File: src/rtl/axi_rd_responder_pkg.sv
// Shared definitions for the AXI4 read responder.
//   - bus widths used as parameter defaults
//   - AR size codes, R response codes, FSM state encoding
//   - size_mask(): low address bits that must be zero for a given beat size
package axi_rd_responder_pkg;

  localparam int AXI_ADDR_BUS  = 64;
  localparam int AXI_LEN_WIDTH = 8;

  localparam logic [1:0] SIZE_B = 2'd0;
  localparam logic [1:0] SIZE_H = 2'd1;
  localparam logic [1:0] SIZE_W = 2'd2;
  localparam logic [1:0] SIZE_D = 2'd3;

  typedef enum logic [1:0] {
    RESP_OKAY   = 2'b00,
    RESP_SLVERR = 2'b10,
    RESP_DECERR = 2'b11
  } resp_t;

  typedef enum logic [1:0] {
    ST_IDLE = 2'd0,
    ST_RD   = 2'd1,
    ST_WAIT = 2'd2,
    ST_RESP = 2'd3
  } state_t;

  function automatic logic [2:0] size_mask(input logic [1:0] size);
    logic [2:0] m;
    m = 3'b000;
    case (size)
      SIZE_B:  m = 3'b000;
      SIZE_H:  m = 3'b001;
      SIZE_W:  m = 3'b011;
      SIZE_D:  m = 3'b111;
      default: m = 3'b111;
    endcase
    return m;
  endfunction

endpackage

File: src/rtl/axi_rd_responder_if.sv
// AXI4 read-channel bundle (AR + R).
//   master : drives ar_valid/ar_addr/ar_len/ar_size and r_ready
//   slave  : drives ar_ready and r_valid/r_data/r_resp/r_last
interface axi_rd_responder_if #(
  parameter int ADDR_W = axi_rd_responder_pkg::AXI_ADDR_BUS,
  parameter int DATA_W = 64,
  parameter int LEN_W  = axi_rd_responder_pkg::AXI_LEN_WIDTH
);

  logic              ar_valid;
  logic              ar_ready;
  logic [ADDR_W-1:0] ar_addr;
  logic [LEN_W-1:0]  ar_len;
  logic [1:0]        ar_size;

  logic              r_valid;
  logic              r_ready;
  logic [DATA_W-1:0] r_data;
  logic [1:0]        r_resp;
  logic              r_last;

  modport master (
    output ar_valid, ar_addr, ar_len, ar_size, r_ready,
    input  ar_ready, r_valid, r_data, r_resp, r_last
  );

  modport slave (
    input  ar_valid, ar_addr, ar_len, ar_size, r_ready,
    output ar_ready, r_valid, r_data, r_resp, r_last
  );

endinterface

File: src/rtl/axi_rd_addr_chk.sv
// Per-beat address check for the read responder (purely combinational).
//   addr      : current beat byte address
//   size      : log2 bytes per beat
//   resp      : DECERR outside the decoded window, SLVERR if misaligned, else OKAY
//   word_addr : 8-byte aligned word address for the memory
module axi_rd_addr_chk
  import axi_rd_responder_pkg::*;
#(
  parameter int                ADDR_W    = AXI_ADDR_BUS,
  parameter logic [ADDR_W-1:0] MEM_BASE  = 64'h8000_0000,
  parameter logic [ADDR_W-1:0] MEM_BYTES = 64'h0800_0000
) (
  input  logic [ADDR_W-1:0] addr,
  input  logic [1:0]        size,
  output resp_t             resp,
  output logic [ADDR_W-1:0] word_addr
);

  logic in_win;
  logic misaligned;

  // Offset form avoids overflow when MEM_BASE+MEM_BYTES reaches the top of the space.
  assign in_win     = (addr >= MEM_BASE) && ((addr - MEM_BASE) < MEM_BYTES);
  assign misaligned = |(addr[2:0] & size_mask(size));
  assign word_addr  = {addr[ADDR_W-1:3], 3'b000};

  always_comb begin
    resp = RESP_OKAY;
    if (!in_win)         resp = RESP_DECERR;
    else if (misaligned) resp = RESP_SLVERR;
  end

endmodule

File: src/rtl/axi_rd_responder.sv
// AXI4 read responder backed by a single-port synchronous memory.
//   clk, reset : clock (rising edge) and asynchronous active-high reset
//   bus        : AR/R channels (slave side)
//   mem_en     : memory read strobe, only for beats that pass the address check
//   mem_addr   : 8-byte aligned word address
//   mem_rdata  : memory word, valid the cycle after mem_en
// One burst at a time; each beat walks RD -> WAIT -> RESP.
module axi_rd_responder
  import axi_rd_responder_pkg::*;
#(
  parameter int                ADDR_W    = AXI_ADDR_BUS,
  parameter int                DATA_W    = 64,
  parameter int                LEN_W     = AXI_LEN_WIDTH,
  parameter logic [ADDR_W-1:0] MEM_BASE  = 64'h8000_0000,
  parameter logic [ADDR_W-1:0] MEM_BYTES = 64'h0800_0000
) (
  input  logic              clk,
  input  logic              reset,
  axi_rd_responder_if.slave bus,
  output logic              mem_en,
  output logic [ADDR_W-1:0] mem_addr,
  input  logic [DATA_W-1:0] mem_rdata
);

  state_t            state;
  logic [ADDR_W-1:0] addr;
  logic [LEN_W-1:0]  len;
  logic [LEN_W-1:0]  cnt;
  logic [1:0]        size;
  resp_t             chk_resp;
  logic [ADDR_W-1:0] word_addr;

  // addr is stable from RD through RESP, so the check result is valid in all three.
  axi_rd_addr_chk #(
    .ADDR_W    (ADDR_W),
    .MEM_BASE  (MEM_BASE),
    .MEM_BYTES (MEM_BYTES)
  ) u_chk (
    .addr      (addr),
    .size      (size),
    .resp      (chk_resp),
    .word_addr (word_addr)
  );

  assign bus.ar_ready = (state == ST_IDLE) && !reset;
  assign mem_en       = (state == ST_RD) && (chk_resp == RESP_OKAY);
  assign mem_addr     = word_addr;

  always_ff @(posedge clk or posedge reset) begin
    if (reset) begin
      state       <= ST_IDLE;
      addr        <= '0;
      len         <= '0;
      cnt         <= '0;
      size        <= SIZE_B;
      bus.r_valid <= 1'b0;
      bus.r_data  <= '0;
      bus.r_resp  <= RESP_OKAY;
      bus.r_last  <= 1'b0;
    end else begin
      case (state)
        ST_IDLE: begin
          if (bus.ar_valid) begin
            addr  <= bus.ar_addr;
            len   <= bus.ar_len;
            size  <= bus.ar_size;
            cnt   <= '0;
            state <= ST_RD;
          end
        end
        // Read strobe issued combinationally here; memory answers next cycle.
        ST_RD: begin
          state <= ST_WAIT;
        end
        // Capture memory word and beat status into the R registers.
        ST_WAIT: begin
          bus.r_data  <= (chk_resp == RESP_OKAY) ? mem_rdata : '0;
          bus.r_resp  <= chk_resp;
          bus.r_last  <= (cnt == len);
          bus.r_valid <= 1'b1;
          state       <= ST_RESP;
        end
        // Hold R outputs until the master takes the beat.
        ST_RESP: begin
          if (bus.r_ready) begin
            bus.r_valid <= 1'b0;
            if (bus.r_last) begin
              state <= ST_IDLE;
            end else begin
              addr  <= addr + (ADDR_W'(1) << size);
              cnt   <= cnt + 1'b1;
              state <= ST_RD;
            end
          end
        end
        default: state <= ST_IDLE;
      endcase
    end
  end

endmodule

File: src/flat_wrapper.sv
// flat-port wrapper written by rule: the top's interface ports become plain ports
module axi_rd_responder_flat import axi_rd_responder_pkg::*;
#(
  parameter int                ADDR_W    = AXI_ADDR_BUS,
  parameter int                DATA_W    = 64,
  parameter int                LEN_W     = AXI_LEN_WIDTH,
  parameter logic [ADDR_W-1:0] MEM_BASE  = 64'h8000_0000,
  parameter logic [ADDR_W-1:0] MEM_BYTES = 64'h0800_0000
)
  (clk, reset, mem_en, mem_addr, mem_rdata, bus_ar_valid, bus_ar_addr, bus_ar_len, bus_ar_size, bus_r_ready, bus_ar_ready, bus_r_valid, bus_r_data, bus_r_resp, bus_r_last);
  axi_rd_responder_if #(.ADDR_W(ADDR_W), .DATA_W(DATA_W), .LEN_W(LEN_W)) bus_i ();
  input  logic clk;
  input  logic reset;
  output logic mem_en;
  output logic [ADDR_W-1:0] mem_addr;
  input  logic [DATA_W-1:0] mem_rdata;
  input wire logic [$bits(bus_i.ar_valid)-1:0] bus_ar_valid;
  input wire logic [$bits(bus_i.ar_addr)-1:0] bus_ar_addr;
  input wire logic [$bits(bus_i.ar_len)-1:0] bus_ar_len;
  input wire logic [$bits(bus_i.ar_size)-1:0] bus_ar_size;
  input wire logic [$bits(bus_i.r_ready)-1:0] bus_r_ready;
  output wire logic [$bits(bus_i.ar_ready)-1:0] bus_ar_ready;
  output wire logic [$bits(bus_i.r_valid)-1:0] bus_r_valid;
  output wire logic [$bits(bus_i.r_data)-1:0] bus_r_data;
  output wire logic [$bits(bus_i.r_resp)-1:0] bus_r_resp;
  output wire logic [$bits(bus_i.r_last)-1:0] bus_r_last;
  assign bus_i.ar_valid = bus_ar_valid;
  assign bus_i.ar_addr = bus_ar_addr;
  assign bus_i.ar_len = bus_ar_len;
  assign bus_i.ar_size = bus_ar_size;
  assign bus_i.r_ready = bus_r_ready;
  assign bus_ar_ready = bus_i.ar_ready;
  assign bus_r_valid = bus_i.r_valid;
  assign bus_r_data = bus_i.r_data;
  assign bus_r_resp = bus_i.r_resp;
  assign bus_r_last = bus_i.r_last;
  axi_rd_responder #(.ADDR_W(ADDR_W), .DATA_W(DATA_W), .LEN_W(LEN_W), .MEM_BASE(MEM_BASE), .MEM_BYTES(MEM_BYTES)) u_core (.clk(clk), .reset(reset), .bus(bus_i), .mem_en(mem_en), .mem_addr(mem_addr), .mem_rdata(mem_rdata));
endmodule
File: config.mk
export PLATFORM = sky130hd
export DESIGN_NAME = axi_rd_responder_flat
export DESIGN_NICKNAME = d
export VERILOG_FILES = /design/src/rtl/axi_rd_responder_pkg.sv /design/src/rtl/axi_rd_responder_if.sv /design/src/rtl/axi_rd_addr_chk.sv /design/src/rtl/axi_rd_responder.sv /design/src/flat_wrapper.sv
export SDC_FILE = /design/constraint.sdc
export NUM_CORES = 1
export LEC_CHECK = 0
export CAP_MARGIN = 0
export CORE_MARGIN = 3
export CORE_UTILIZATION = 48
export DETAILED_ROUTE_END_ITERATION = 6
export PLACE_DENSITY = 0.78
export REMOVE_ABC_BUFFERS = 1
export SLEW_MARGIN = 20
export SYNTH_ARGS = -nofsm -noshare
export SYNTH_HDL_FRONTEND = slang
export SYNTH_SLANG_ARGS = --single-unit
File: constraint.sdc
create_clock -name clk -period 5.77 [get_ports clk]
set_clock_uncertainty 0.05 [all_clocks]
set_input_delay 0.577 -clock clk [delete_from_list [all_inputs] [get_ports clk]]
set_output_delay 0.577 -clock clk [all_outputs]
set_load 0.005 [all_outputs]
# ---- Word level (Yosys, flattened, before mapping)
# Cells that the tools add are included.
# W data, S select, Z words.
dict set report totals {
  reg_bits 152
  inputBits 142
  out_inout_bits 134
  elab_cells 58
}
dict set report op_classes {
  n_lt_le_gt_ge 2
  n_reduce_logical 14
  bitwise_logic 1
  eq_ne 10
  shift 1
  mux 18
  add_sub_neg 3
}
# op count
set ops {}
lappend ops {{$mux W64} 4}
lappend ops {{$pmux W64 S2} 1}
lappend ops {{$add A64 B64 Y64} 1}
lappend ops {{$ge A64 B32 Y1 const B} 1}
lappend ops {{$lt A64 B28 Y1 const B} 1}
lappend ops {{$shl A1 B2 Y64 const A} 1}
lappend ops {{$sub A64 B32 Y64 const B} 1}
lappend ops {{$mux W8} 3}
lappend ops {{$pmux W8 S2} 1}
lappend ops {{$pmux W3 S4} 1}
lappend ops {{$add A8 B1 Y8 const B} 1}
lappend ops {{$eq A2 B2 Y1 const B} 4}
lappend ops {{$eq A8 B8 Y1} 1}
lappend ops {{$mux W2} 4}
lappend ops {{$pmux W2 S4} 1}
lappend ops {{$logic_not A2 Y1} 3}
lappend ops {{$ne A2 B2 Y1 const B} 3}
lappend ops {{$reduce_and A2 Y1} 3}
lappend ops {{$eq A2 B1 Y1 const B} 2}
lappend ops {{$reduce_and A4 Y1} 1}
lappend ops {{$reduce_bool A2 Y1} 2}
lappend ops {{$and A3 B3 Y3} 1}
lappend ops {{$logic_and A1 B1 Y1} 3}
lappend ops {{$reduce_or A3 Y1} 1}
lappend ops {{other kinds (3)} 4}

# ---- Depth between registers and ports, before layout
dict set report depth {
  ltp_word 8
  ltp_mapped 13
  mapped_depth_nobuf 12
}

# ---- Cells and area by module
# A second synthesis with hierarchy kept.
dict set report unflattened {
  hier_cells 1034
  area_unflattened_um2 8841.0
}
# module instances area_per_inst_um2 seq_area_each_um2 cells_per_inst
set modules_own_cells {}
lappend modules_own_cells {axi_rd_responder 1 7960.1 3803.6 909}
lappend modules_own_cells {axi_rd_addr_chk 1 880.8 0.0 125}

# ---- Worst setup path after synthesis
# Ideal clock, no wire load.
dict set report synth_timing {
  path_type {reg-to-output}
  startpoint {reg u_core.addr[31]}
  endpoint {out mem_en}
  slack_ns 2.505
  required_time_ns 5.143
  path_stages_with_launch 10
  t_arrival_ns 2.638
  n_path_buf 1
  cell_sequence {dfrtp_1 > buf_2 > inv_1 > ha_1 > nor3b_2 > nand4_2 > o41a_1 > or3_1 > a2111o_1 > nor4_1}
}
dict set report synth_between {
  elab_chain_cells 6
  elab_cells_between_ends 7
  classes_between {add/sub (1); order compare (2); mux (1); reduce/logical (3)}
}
# item line_no
set synth_lines {}
lappend synth_lines {{start: declaration} axi_rd_responder.sv:26} ;# logic [ADDR_W-1:0] addr;
lappend synth_lines {{start signal: assignment} axi_rd_responder.sv:64} ;# addr <= bus.ar_addr;
lappend synth_lines {{start signal: assignment} axi_rd_responder.sv:90} ;# addr <= addr + (ADDR_W'(1) << size);
lappend synth_lines {{$sub A64 B32 Y64} axi_rd_addr_chk.sv:23} ;# assign in_win = (addr >= MEM_BASE) && ((addr - MEM_BASE) < MEM_BYTES);
lappend synth_lines {{$lt A64 B28 Y1} axi_rd_addr_chk.sv:23}
lappend synth_lines {{$logic_and A1 B1 Y1 *} axi_rd_addr_chk.sv:23}
lappend synth_lines {{$mux W2 *} axi_rd_addr_chk.sv:29} ;# if (!in_win) resp = RESP_DECERR;
lappend synth_lines {{$logic_not A2 Y1 *} axi_rd_responder.sv:46} ;# assign mem_en = (state == ST_RD) && (chk_resp == RESP_OKAY);
lappend synth_lines {{$logic_and A1 B1 Y1 *} axi_rd_responder.sv:46}
lappend synth_lines {{end: declaration} flat_wrapper.sv:14} ;# output logic mem_en;
# Mark *: on every way between the ends. The rest lies on a longest branch, timed or not.

# ---- Worst setup path in the final report
dict set report layout_timing {
  startpoint {reg u_core.addr[32]}
  endpoint {out mem_en}
}
# Same word-level chain as after synthesis.

==> metrics.md <==
| Metric | Value |
|---|---|
| Status | `finished clean` |
| Sequential share of the synthesized area | `0.427` |
| Die Footprint | `20200 sq um` |
| Ant diodes | `0` |
| Initial Util | `0.493` |
| Grt total ovfl | `0` |
| Final Power | `5.34 mW` |
| Share of synthesized registers carrying an async set or reset | `1.00` |
| Residual DRC count | `0` |
| Max-cap check violation count | `0` |
| CTS tree | `built` |
| CTS resizes | `0` |
| TritonRoute pass-1 iters | `5` |
| Crit path DAT | `4.05 ns` |
| Die W | `142 um` |
| Dominant cell type by area after synthesis | `dfrtp_1` |
| Setup-failing EPs final | `0` |
| CP startpoint kind | `flip-flop` |
| First-pass GRT wire length | `43700 um` |
| Slew margin rel. | `0.347` |
| WL per Instance | `20.6 um` |
| Post-DP HPWL | `19700 um` |
| Drt total wl | `28000 um` |
| Layout area overhead | `33.0%` |
| Area of the multi-input gates | `4300 sq um` |
| Post-Syn Instances | `949` |
| # hold bufs at CTS | `0` |
| Worst-path clk slew | `0.07 ns` |
| GP Congestion | `0.955` |
| Slew Limit Fails | `0` |
| Share of cells above drive strength 1 | `0.0700` |
| H-tree depth | `4` |
| Critical path capture point type | `primary output` |
| Leakage Power | `4.77 nW` |
| Worst IR Drop VDD | `0.331 mV` |
| Final Cycle Share | `0.810` |
| Tightest Pin Transition | `0.974 ns` |
| Dpl cell area | `11300 sq um` |
| Prevailing post-synth register cell | `dfrtp_1` |
| RSZ-0062 raised after global routing | `false` |
| Synthesized flop and latch total | `152` |
| Synth warn | `0` |
| Via/cell ratio | `6.02` |
| CTS Buffer Depth | `2` |
| Clock root buffer | `clkbuf_16` |
| P per Cell Area | `450 nW/um^2` |
| Number of flops mapped to enable cells by yosys | `0` |
| Largest cells by area after synthesis | `dfrtp_1 (43%), a22o_1 (6.3%), buf_4 (5.5%)` |
| Hold Crit Class | `reg2reg` |
| Reg-to-reg slack, setup | `1.99 ns` |
| Largest net degree at the start of global routing | `110` |
| Syn Area/Cell | `9.39 sq um` |
| Post-route ant nets | `0` |
| CP Max Fanout | `12` |
| Post-synth top area share | `0.427` |
| Row Count | `49` |
| Input/output buffers | `272` |
| Final Hold Fails | `0` |
| First DRT Iteration DRCs | `597` |
| Core area | `18100 sq um` |
| Storage cell area | `3800 sq um` |
| Final worst path period need | `4.68 ns` |
| Gr usage total | `0.273` |
| Fmax | `214 MHz` |
| Die height | `142 um` |
| Num CTS Buffers | `17` |
| CP Class | `reg2out` |
| Initial antenna violation count | `0` |
| Cell Area, Synth | `8910 sq um` |
| # Post-CTS Setup Buffers | `0` |
| Clock sinks | `152` |
| Fin nets | `1272` |
| Vias | `8180` |
| Ports | `276` |
| Yosys cell types | `73` |
| Vias in the first global route | `7883` |
| Fillers | `1510` |
| Critical Path RT | `5.14 ns` |
| Skew-Pair Late Insertion Delay | `0.43 ns` |
| Design Area, Final | `11900 sq um` |
[kinds of logic (layout without fill, tap and decap cells)]
group | after synthesis | after routing | synth area share
buf+inv | 154 | 332 | 0.0976
flops | 152 | 152 | 0.427
xor+xnor | 18 | 18 | 0.0177
compound gates | 291 | 291 | 0.232
simple gates | 305 | 305 | 0.188
mux | 14 | 14 | 0.0173
fa+ha+maj | 14 | 14 | 0.0205
other cells | 1 | 3 | 0.000421
[synth_stat cells (all sizes together) (13+ instances only)]
master	count
a21oi	70
a22o	64
a2bb2oi	24
and3	23
buf	85
clkbuf	51
dfrtp	152
ha	13
inv	16
nand2	61
nand3	45
nand4	28
nor2	55
nor3	23
nor4	13
o21ai	32
o22ai	32
[flip-flops by register name, summed over array words and instances (netlist names)]
register,count
u_core.addr,64
u_core.bus.r_data,64
u_core.cnt,8
u_core.len,8
u_core.bus.r_resp,2
u_core.size,2
u_core.state,2
u_core.bus.r_last,1
u_core.bus.r_valid,1
[cells in the final DEF, fill, tap and decap left out, drive strengths merged, types with 5 or more instances in the layout]
| cell type | synthesis | layout |
|---|---|---|
| nor4 | 13 | 13 |
| mux2 | 11 | 11 |
| ha | 13 | 13 |
| and4 | 9 | 9 |
| nand2 | 61 | 61 |
| clkdlybuf4s50 | 0 | 272 |
| a31oi | 8 | 8 |
| nor2 | 55 | 55 |
| clkbuf | 51 | 18 |
| dfrtp | 152 | 152 |
| o22ai | 32 | 32 |
| o21a | 8 | 8 |
| o21ai | 32 | 32 |
| a21oi | 70 | 70 |
| or3 | 7 | 7 |
| xnor2 | 10 | 10 |
| nand4 | 28 | 28 |
| a22o | 64 | 64 |
| and3 | 23 | 23 |
| nand3 | 45 | 45 |
| inv | 16 | 21 |
| xor2 | 8 | 8 |
| buf | 85 | 10 |
| and2 | 12 | 12 |
| o22a | 6 | 6 |
| clkinv | 2 | 7 |
| a2bb2oi | 24 | 24 |
| nor3 | 23 | 23 |
| nor2b | 5 | 5 |
[critical path, cell delays in order (launching register included)]
cell and delay, ns:
dfrtp_1 0.54, inv_1 0.12, ha_1 0.21, nor3b_2 0.39
nand4_2 0.26, o41ai_1 0.57, o211a_1 0.25, nand2_1 0.06
a2111o_1 0.32, nor4_1 0.35, clkdlybuf4s50_1 0.57
[path summary, 6_finish.rpt]
check                                            startpoint  cells after the start                                 to
max in group asynchronous                             reset                      3   u_core.bus.r_data[9]$_DFFE_PP0P_
max reg2reg                     u_core.addr[32]$_DFFE_PP0P_                     10  u_core.bus.r_data[60]$_DFFE_PP0P_
max                             u_core.addr[32]$_DFFE_PP0P_                     10                             mem_en
min                        u_core.bus.r_resp[1]$_DFFE_PP0P_                      2   u_core.bus.r_resp[1]$_DFFE_PP0P_
min in group asynchronous                             reset                      2      u_core.bus.r_last$_DFFE_PP0P_
min reg2reg                u_core.bus.r_resp[1]$_DFFE_PP0P_                      2   u_core.bus.r_resp[1]$_DFFE_PP0P_
[layout make-up]
| type | instances | share of cell area |
|---|---|---|
| well taps | 229 | 0.0242 |
| multi-input cells | 645 | 0.362 |
| flip-flops and latches | 152 | 0.321 |
| clock inverters | 14 | 0.0137 |
| repair buffers | 282 | 0.236 |
| inverters | 18 | 0.00644 |
| clock buffers | 18 | 0.0362 |
[where the power goes]
part	switching [mW]	internal [mW]	total, mW
Clock	0.504	0.650	1.15
Combinational	1.19	1.12	2.31
Sequential	0.529	1.35	1.88
[layer usage]
| metal | track usage | wire (um) | vias up |
|---|---|---|---|
| met3 | 0.0864 | 2790 | 42 |
| li1 | - | - | 3813 |
| met4 | 0.0813 | 597 | 0 |
| met1 | 0.364 | 11700 | 3945 |
| met2 | 0.428 | 12900 | 380 |
| met5 | 0 | 0 | - |
[stage by stage]
stage / util / cells / setup TNS (ns) / hold WS (ns) / worst slack, ns
floorplan: - / 815 / -30.30 / 0.428 / -0.963
finish: 0.655 / 1358 / 0 / 0.448 / 1.09
global route: 0.655 / 1358 / 0 / 0.476 / 0.898
detailed placement: 0.622 / 1326 / 0 / 0.446 / 1.53
CTS: 0.655 / 1358 / 0 / 0.461 / 1.06
global placement: 0.622 / 1326 / 0 / 0.431 / 1.61
Note: power is estimated with default switching activity, not from simulation.
